[src/rtl/shift_add_mult_seq.sv]
// shift_add_mult_seq: sequential unsigned shift-add multiplier with valid/ready handshakes
module shift_add_mult_seq #(
    parameter int WIDTH = 8,
    parameter int CNT_W = 3
) (
    input  logic               clk,
    input  logic               rst_n,
    input  logic               in_valid,
    output logic               in_ready,
    input  logic [WIDTH-1:0]   a,
    input  logic [WIDTH-1:0]   b,
    output logic               out_valid,
    input  logic               out_ready,
    output logic [2*WIDTH-1:0] product,
    output logic               busy
);
    localparam logic [1:0] IDLE = 2'd0;
    localparam logic [1:0] RUN  = 2'd1;
    localparam logic [1:0] DONE = 2'd2;
    logic [1:0]         state;
    logic [WIDTH-1:0]   a_r, b_r;
    logic [2*WIDTH-1:0] acc, acc_nxt;
    logic [CNT_W-1:0]   j;
    logic               last;
    // Partial product is formed at full product width so no shifted bit is lost.
    always_comb begin
        acc_nxt = a_r[j] ? acc + ({{WIDTH{1'b0}}, b_r} << j) : acc;
        last    = j == CNT_W'(WIDTH - 1);
    end
    assign in_ready  = state == IDLE;
    assign out_valid = state == DONE;
    assign busy      = state != IDLE;
    always_ff @(posedge clk or negedge rst_n) begin
        if (!rst_n) begin
            state   <= IDLE;
            a_r     <= '0;
            b_r     <= '0;
            acc     <= '0;
            j       <= '0;
            product <= '0;
        end else if (state == IDLE) begin
            if (in_valid) begin
                a_r   <= a;
                b_r   <= b;
                acc   <= '0;
                j     <= '0;
                state <= RUN;
            end
        end else if (state == RUN) begin
            acc <= acc_nxt;
            j   <= last ? '0 : j + CNT_W'(1);
            if (last) begin
                product <= acc_nxt;
                state   <= DONE;
            end
        end else begin
            state <= out_ready ? IDLE : DONE;
        end
    end
endmodule

[config.mk]
export PLATFORM = sky130hd
export DESIGN_NAME = shift_add_mult_seq
export DESIGN_NICKNAME = d
export VERILOG_FILES = /design/src/rtl/shift_add_mult_seq.sv
export SDC_FILE = /design/constraint.sdc
export NUM_CORES = 1
export LEC_CHECK = 0
export CAP_MARGIN = 10
export CORE_MARGIN = 1
export CORE_UTILIZATION = 50
export DETAILED_ROUTE_END_ITERATION = 7
export PLACE_DENSITY = 0.81
export SLEW_MARGIN = 20
export SYNTH_ARGS = -nofsm -noshare
export SYNTH_HDL_FRONTEND = slang
export SYNTH_SLANG_ARGS = --single-unit
[constraint.sdc]
create_clock -name clk -period 3.5 [get_ports clk]
set_input_delay 0.35 -clock clk [delete_from_list [all_inputs] [get_ports clk]]
set_output_delay 0.35 -clock clk [all_outputs]
set_load 0.01 [all_outputs]
==> run_results.csv, run 1 <==
group,metric,value,unit
timing,skew,0.0103,ns
timing,final-setup-viol-count,0,
setup_path,path_cells,"mux2_2, o21ai_0, o22ai_1, ha_1, and3_1, a221oi_2, a21oi_2, a31oi_1, mux2i_1, nand3_1",
floorplanning,core.rowCount,28,
synthesis,yosysSeqAreaShare,0.413,
clocking,cts_root_buffer,"clkbuf_8",
floorplanning,die_h,82.1,µm
clocking,cts.sinks,53,
finish,mostFrequentLayoutCells,"53 x dfrtp_1, 37 x nand2_1, 37 x clkdlybuf4s50_1, 21 x mux2i_1, 21 x mux2_2",
clocking,cts-resized-gates,0,
drt,wl,6.87,mm
clocking,htreeDepth,2,
clocking,ctsHoldBuffers,0,
setup_path,cp_data_arrival_time,3.37,ns
place,pre_cts_slack,0.315,ns
timing,max_freq,316,MHz
drt,vias,2479,
synthesis,ys_types,44,
synthesis,synth_warnings,0,
pwr,ir_worst_vdd,0.000575,V
place,place_congestion,0.913,
global_route,antenna_found_initial,0,
drt,wl_per_cell,16.3,µm
drt,first_pass_iters,4,
finish,seq_area,0.00133,mm²
drt,final_antenna_net_count,0,
timing,fin_setup_tns,0,ns
finish,fill_cells,510,
global_route,grt_overflow,0,
finish,diodes,0,
outcome,status,"complete, no violations",
floorplanning,die-area,0.00674,mm²
timing,relSlewSlack,0.303,
place,port_buffers,38,
timing,fin_crit_sh,0.905,
global_route,grt_pass1_wl,11.8,mm
hold_path,worstHoldPathType,"in -> async",
synthesis,ys_ff_latch,53,
floorplanning,ioPinCount,39,
job,cap_violations,0,
setup_path,crit_path_top_delay_cell,"dfrtp_1",
timing,worst_pin_slew,1.04,ns
timing,rsz0062_at_grt,"false",
timing,worst_slack,0.331,ns
clocking,cts_tree,"built",
pwr,p_leak,1.70,nW
synthesis,syn_area_per_cell,10.3,µm²
floorplanning,die-width,82.1,µm
setup_path,start_kind,"register",
finish,multi_input_area,0.00179,mm²
setup_path,crit_path_end_kind,"register",
synthesis,async_flop_share,1.00,
clocking,clk_pin_slew,0.10,ns
drt,drc,0,
finish,fin_util,0.614,
drt,viasPerCell,5.87,
global_route,globalRouteTotalUtil,0.230,
setup_path,crit_fanout,10,
setup_path,path_class,"reg -> reg",
floorplanning,core_area,0.00606,mm²
pwr,powerDensity,1110,mW/mm²
clocking,insertion_delay,0.31,ns
drt,dr.first_iter.drc_count,177,
synthesis,syn_inst,312,
global_route,grt_max_degree,31,
synthesis,synth_area,0.00321,mm²
timing,finalHoldViolations,0,
timing,min_period,3.17,ns
timing,drv_slew,0,
place,hpwlAfterDp,5.16,mm
global_route,first_global_vias,2511,
synthesis,synth_edf_count,0,
finish,final_nets,384,
setup_path,required,3.70,ns
clocking,postCtsSetupBuffers,0,
timing,worst_hold_slack,0.0186,ns
synthesis,syn_nets,350,
clocking,cts_buffer_depth,2,
clocking,numCtsBuffers,5,
finish,drive_gt1_frac,0.118,
setup_path,crit_path_max_incr_delay,0.56,ns
synthesis,synth-main-ff-cell,"dfrtp_1",
finish,syn_to_final_growth,16.0,%
floorplanning,floorplan.initialDensity,0.529,
finish,final_common_cell,"dfrtp_1",
-- cell usage after synthesis (all sizes together) (3+ instances only) --
library cell,n,share of area
xor2,6,0.016
mux2i,22,0.073
a21oi,16,0.026
clkbuf,10,0.012
a22o,15,0.041
mux2,21,0.074
o22ai,5,0.0098
buf,5,0.010
a31oi,3,0.0059
o211ai,3,0.0070
o31ai,3,0.0070
inv,5,0.0059
nor3,6,0.0094
o21ai,23,0.036
a21o,6,0.014
xnor2,8,0.022
dfrtp,53,0.41
nor3b,3,0.0070
nor2,15,0.018
ha,17,0.066
and3,3,0.0059
nand3,7,0.011
nand2,37,0.043
-- report_power, final --
part / switching (mW) / total [mW] / leakage (nW) / internal, mW
Clock: 0.198 / 0.338 / 0.0450 / 0.139
Combinational: 1.45 / 2.68 / 0.980 / 1.23
Sequential: 0.247 / 1.13 / 0.671 / 0.884
-- through the flow --
step | power (mW) | cells | area, µm²
5_1_grt | 4.53 | 422 | 3720
6_report | 4.15 | 422 | 3720
3_3_place_gp | 3.73 | 414 | 3640
4_1_cts | 4.17 | 422 | 3720
3_5_place_dp | 3.80 | 414 | 3640
2_1_floorplan | 3.15 | 312 | 3210
-- final timing paths --
kind,from,endpoint,slack [ns],cells after the start
setup / recovery,j[0]$_DFFE_PN0P_,product[12]$_DFFE_PN0P_,0.33,10
hold / removal,rst_n,product[10]$_DFFE_PN0P_,0.02,1
setup reg to reg,j[0]$_DFFE_PN0P_,product[12]$_DFFE_PN0P_,0.33,10
min in group clk,product[15]$_DFFE_PN0P_,product[15]$_DFFE_PN0P_,0.49,2
hold reg to reg,product[15]$_DFFE_PN0P_,product[15]$_DFFE_PN0P_,0.49,2
max in group asynchronous,rst_n,acc[5]$_DFFE_PN0P_,2.69,2
-- per-layer routing --
metal / part of all wire / vias to the layer above / GRT usage
met5: 0 / - / 0
met4: 0.011 / 0 / 0.0772
met3: 0.037 / 8 / 0.0341
met2: 0.49 / 50 / 0.385
met1: 0.46 / 1210 / 0.305
li1: - / 1211 / -
-- registers in the layout, indices dropped and copies added (netlist names) --
name,count
acc,16
product,16
a_r,8
b_r,8
j,3
state,2
-- area by class of cell --
class / instances / share of cell area
multi-input combinational: 239 / 0.482
sequential: 53 / 0.357
timing repair buffer: 42 / 0.109
tap: 75 / 0.0252
clock buffer: 6 / 0.0195
inverter: 5 / 0.00505
clock inverter: 2 / 0.00269
-- cell families after synthesis --
kind of cell,Yosys count,share of synthesized area
xor gates and xnor gates,14,0.0382
DFF,53,0.413
and+or+nand+nor,79,0.110
muxes,45,0.160
adders and majority gates,18,0.0725
AOI/OAI and AO/OA,83,0.177
buffers and inverters,20,0.0277
-- critical path: cells and delay by family, from the launching register on --
kind / cells / cell delay (ns)
compound gates: 5 / 1.24
flops: 1 / 0.56
mux: 2 / 0.61
fa+ha+maj: 1 / 0.36
simple gates: 2 / 0.28
Note: power is estimated with default switching activity, not from simulation.
==> run 2, diff against run 1 <==
- CTS_CLUSTER_SIZE: unset -> 16
- SLEW_MARGIN: 20 -> 0
==> results of run 2 <==
Final layout, timing and power as in run 1 (identical DEF).
==> run 3, diff against run 2 <==
- CORE_UTILIZATION: 50 -> 56
- GPL_ROUTABILITY_DRIVEN: unset -> 0
- PLACE_DENSITY: 0.81 -> 0.88
==> run 3 against run 2 <==
  * Wire length increased by 5.6%
  * Worst setup slack got worse by 0.075 ns
  * Sequential cell count unchanged
  * Global-route usage increased by 3.4 points
  * Critical endpoint unchanged
==> run_results.csv, run 3 (synthesis gave the netlist of run 1 again) <==
group,metric,value,unit
global_route,grt_pass1_wl,12.4,mm
floorplanning,core.rowCount,27,
drt,wl_per_cell,17.3,µm
global_route,globalRouteTotalUtil,0.264,
pwr,p_total,4.21,mW
timing,skew,0.00723,ns
timing,fin_setup_tns,0,ns
outcome,status,"complete, no violations",
setup_path,required,3.69,ns
global_route,grt_overflow,0,
clocking,cts_tree,"built",
finish,mostFrequentLayoutCells,"53 x dfrtp_1, 37 x nand2_1, 37 x clkdlybuf4s50_1, 21 x mux2i_1, 21 x mux2_2",
floorplanning,ioPinCount,39,
pwr,ir_worst_vdd,0.000668,V
pwr,seqPwrFrac,0.268,
drt,first_pass_iters,5,
hold_path,worstHoldPathType,"in -> async",
timing,rsz0062_at_grt,"false",
timing,worst_slack,0.256,ns
drt,final_antenna_net_count,0,
timing,relSlewSlack,0.237,
drt,dr.first_iter.drc_count,169,
floorplanning,die_h,77.7,µm
drt,wl,7.25,mm
finish,final_common_cell,"dfrtp_1",
timing,finalHoldViolations,0,
global_route,first_global_vias,2663,
clocking,cts_buffer_depth,2,
timing,max_freq,308,MHz
pwr,p_sw_frac,0.464,
setup_path,crit_fanout,9,
timing,worst_pin_slew,1.14,ns
place,hpwlAfterDp,5.29,mm
setup_path,cp_data_arrival_time,3.44,ns
pwr,clockPowerShare,0.081,
clocking,cts_root_buffer,"clkbuf_8",
pwr,p_leak,1.70,nW
setup_path,crit_path_end_kind,"register",
drt,vias,2584,
pwr,p_int,2.26,mW
finish,diodes,0,
clocking,htreeDepth,2,
timing,drv_slew,0,
place,pre_cts_slack,0.333,ns
place,port_buffers,38,
global_route,grt_max_degree,30,
setup_path,r2r-end,"product[12]$_DFFE_PN0P_",
floorplanning,floorplan.initialDensity,0.583,
timing,min_period,3.24,ns
setup_path,reg2reg_slack,0.26,ns
floorplanning,core_area,0.00551,mm²
finish,top_regs,"acc (16), product (16)",
setup_path,r2r-start,"j[0]$_DFFE_PN0P_",
clocking,numCtsBuffers,5,
pwr,powerDensity,1130,mW/mm²
pwr,pwr-share-comb,0.650,
clocking,postCtsSetupBuffers,0,
setup_path,reg2reg_depth,10,
job,cap_violations,0,
clocking,insertion_delay,0.31,ns
finish,final_cells,419,
place,placed_cells,411,
clocking,clk_pin_slew,0.10,ns
finish,drive_gt1_frac,0.118,
clocking,cts.sinks,53,
clocking,ctsHoldBuffers,0,
floorplanning,die-width,77.7,µm
global_route,antenna_found_initial,0,
timing,final-setup-viol-count,0,
drt,viasPerCell,6.17,
finish,syn_to_final_growth,15.8,%
clocking,cts-resized-gates,0,
setup_path,path_class,"reg -> reg",
pwr,switchingPower,1.96,mW
finish,final_nets,384,
setup_path,start_kind,"register",
timing,fin_crit_sh,0.927,
floorplanning,die-area,0.00604,mm²
drt,drc,0,
run 3: cell counts in the layout (fill, tap and decap cells not counted):
Identical to the previous run, type by type.
run 3: critical path, cell delays in order (launching register included):
cell and delay, ns:
dfrtp_1 0.58, mux2_2 0.39, mux2i_1 0.23, o22ai_1 0.13, ha_1 0.38, a21o_1 0.21
a221oi_2 0.38, a21oi_2 0.16, a31oi_1 0.33, mux2i_1 0.24, nand3_1 0.08
run 3: power by group through the flow:
stage	logic [mW]	clock network [mW]	registers (mW)
floorplan	2.08	0	1.07
global placement	2.58	0	1.12
detailed placement	2.70	0	1.14
CTS	2.72	0.346	1.13
finish	2.74	0.343	1.13
global route	2.99	0.376	1.17
run 3: final cells by class:
cell class              count  area, µm²
repair buffers             42        405
clock buffers               6       72.6
multi-input cells         239       1790
well taps                  72       90.1
inverters                   5       18.8
fillers                   434       1790
clock inverters             2       10.0
flip-flops and latches     53       1330
run 3: worst max-delay path by stage:
stage	from	to	slack, ns	cells past startpoint
2_1_floorplan	j[0]$_DFFE_PN0P_	acc[14]$_DFFE_PN0P_	0.37	11
6_report	j[0]$_DFFE_PN0P_	product[12]$_DFFE_PN0P_	0.26	10
5_1_grt	j[0]$_DFFE_PN0P_	acc[15]$_DFFE_PN0P_	0.07	10
4_1_cts	j[0]$_DFFE_PN0P_	product[14]$_DFFE_PN0P_	0.31	10
3_5_place_dp	j[0]$_DFFE_PN0P_	product[14]$_DFFE_PN0P_	0.33	10
3_3_place_gp	j[0]$_DFFE_PN0P_	product[12]$_DFFE_PN0P_	0.43	10
run 3: layer usage:
layer	part of all wire	vias up	global-route usage	routed length, µm
met5	0	-	0	0
met4	0.025	0	0.111	183
met3	0.045	21	0.0435	324
met2	0.51	90	0.454	3720
met1	0.42	1269	0.328	3030
li1	-	1204	-	-
run 3: stage by stage:
stage          cell area, µm²  utilization  hold WS [ns]
3_5_place_dp             3630        0.660         0.378
5_1_grt                  3720        0.675        0.0481
6_report                 3720        0.675        0.0144
3_3_place_gp             3630        0.660         0.366
4_1_cts                  3720        0.675        0.0323
2_1_floorplan            3210            -        0.0544
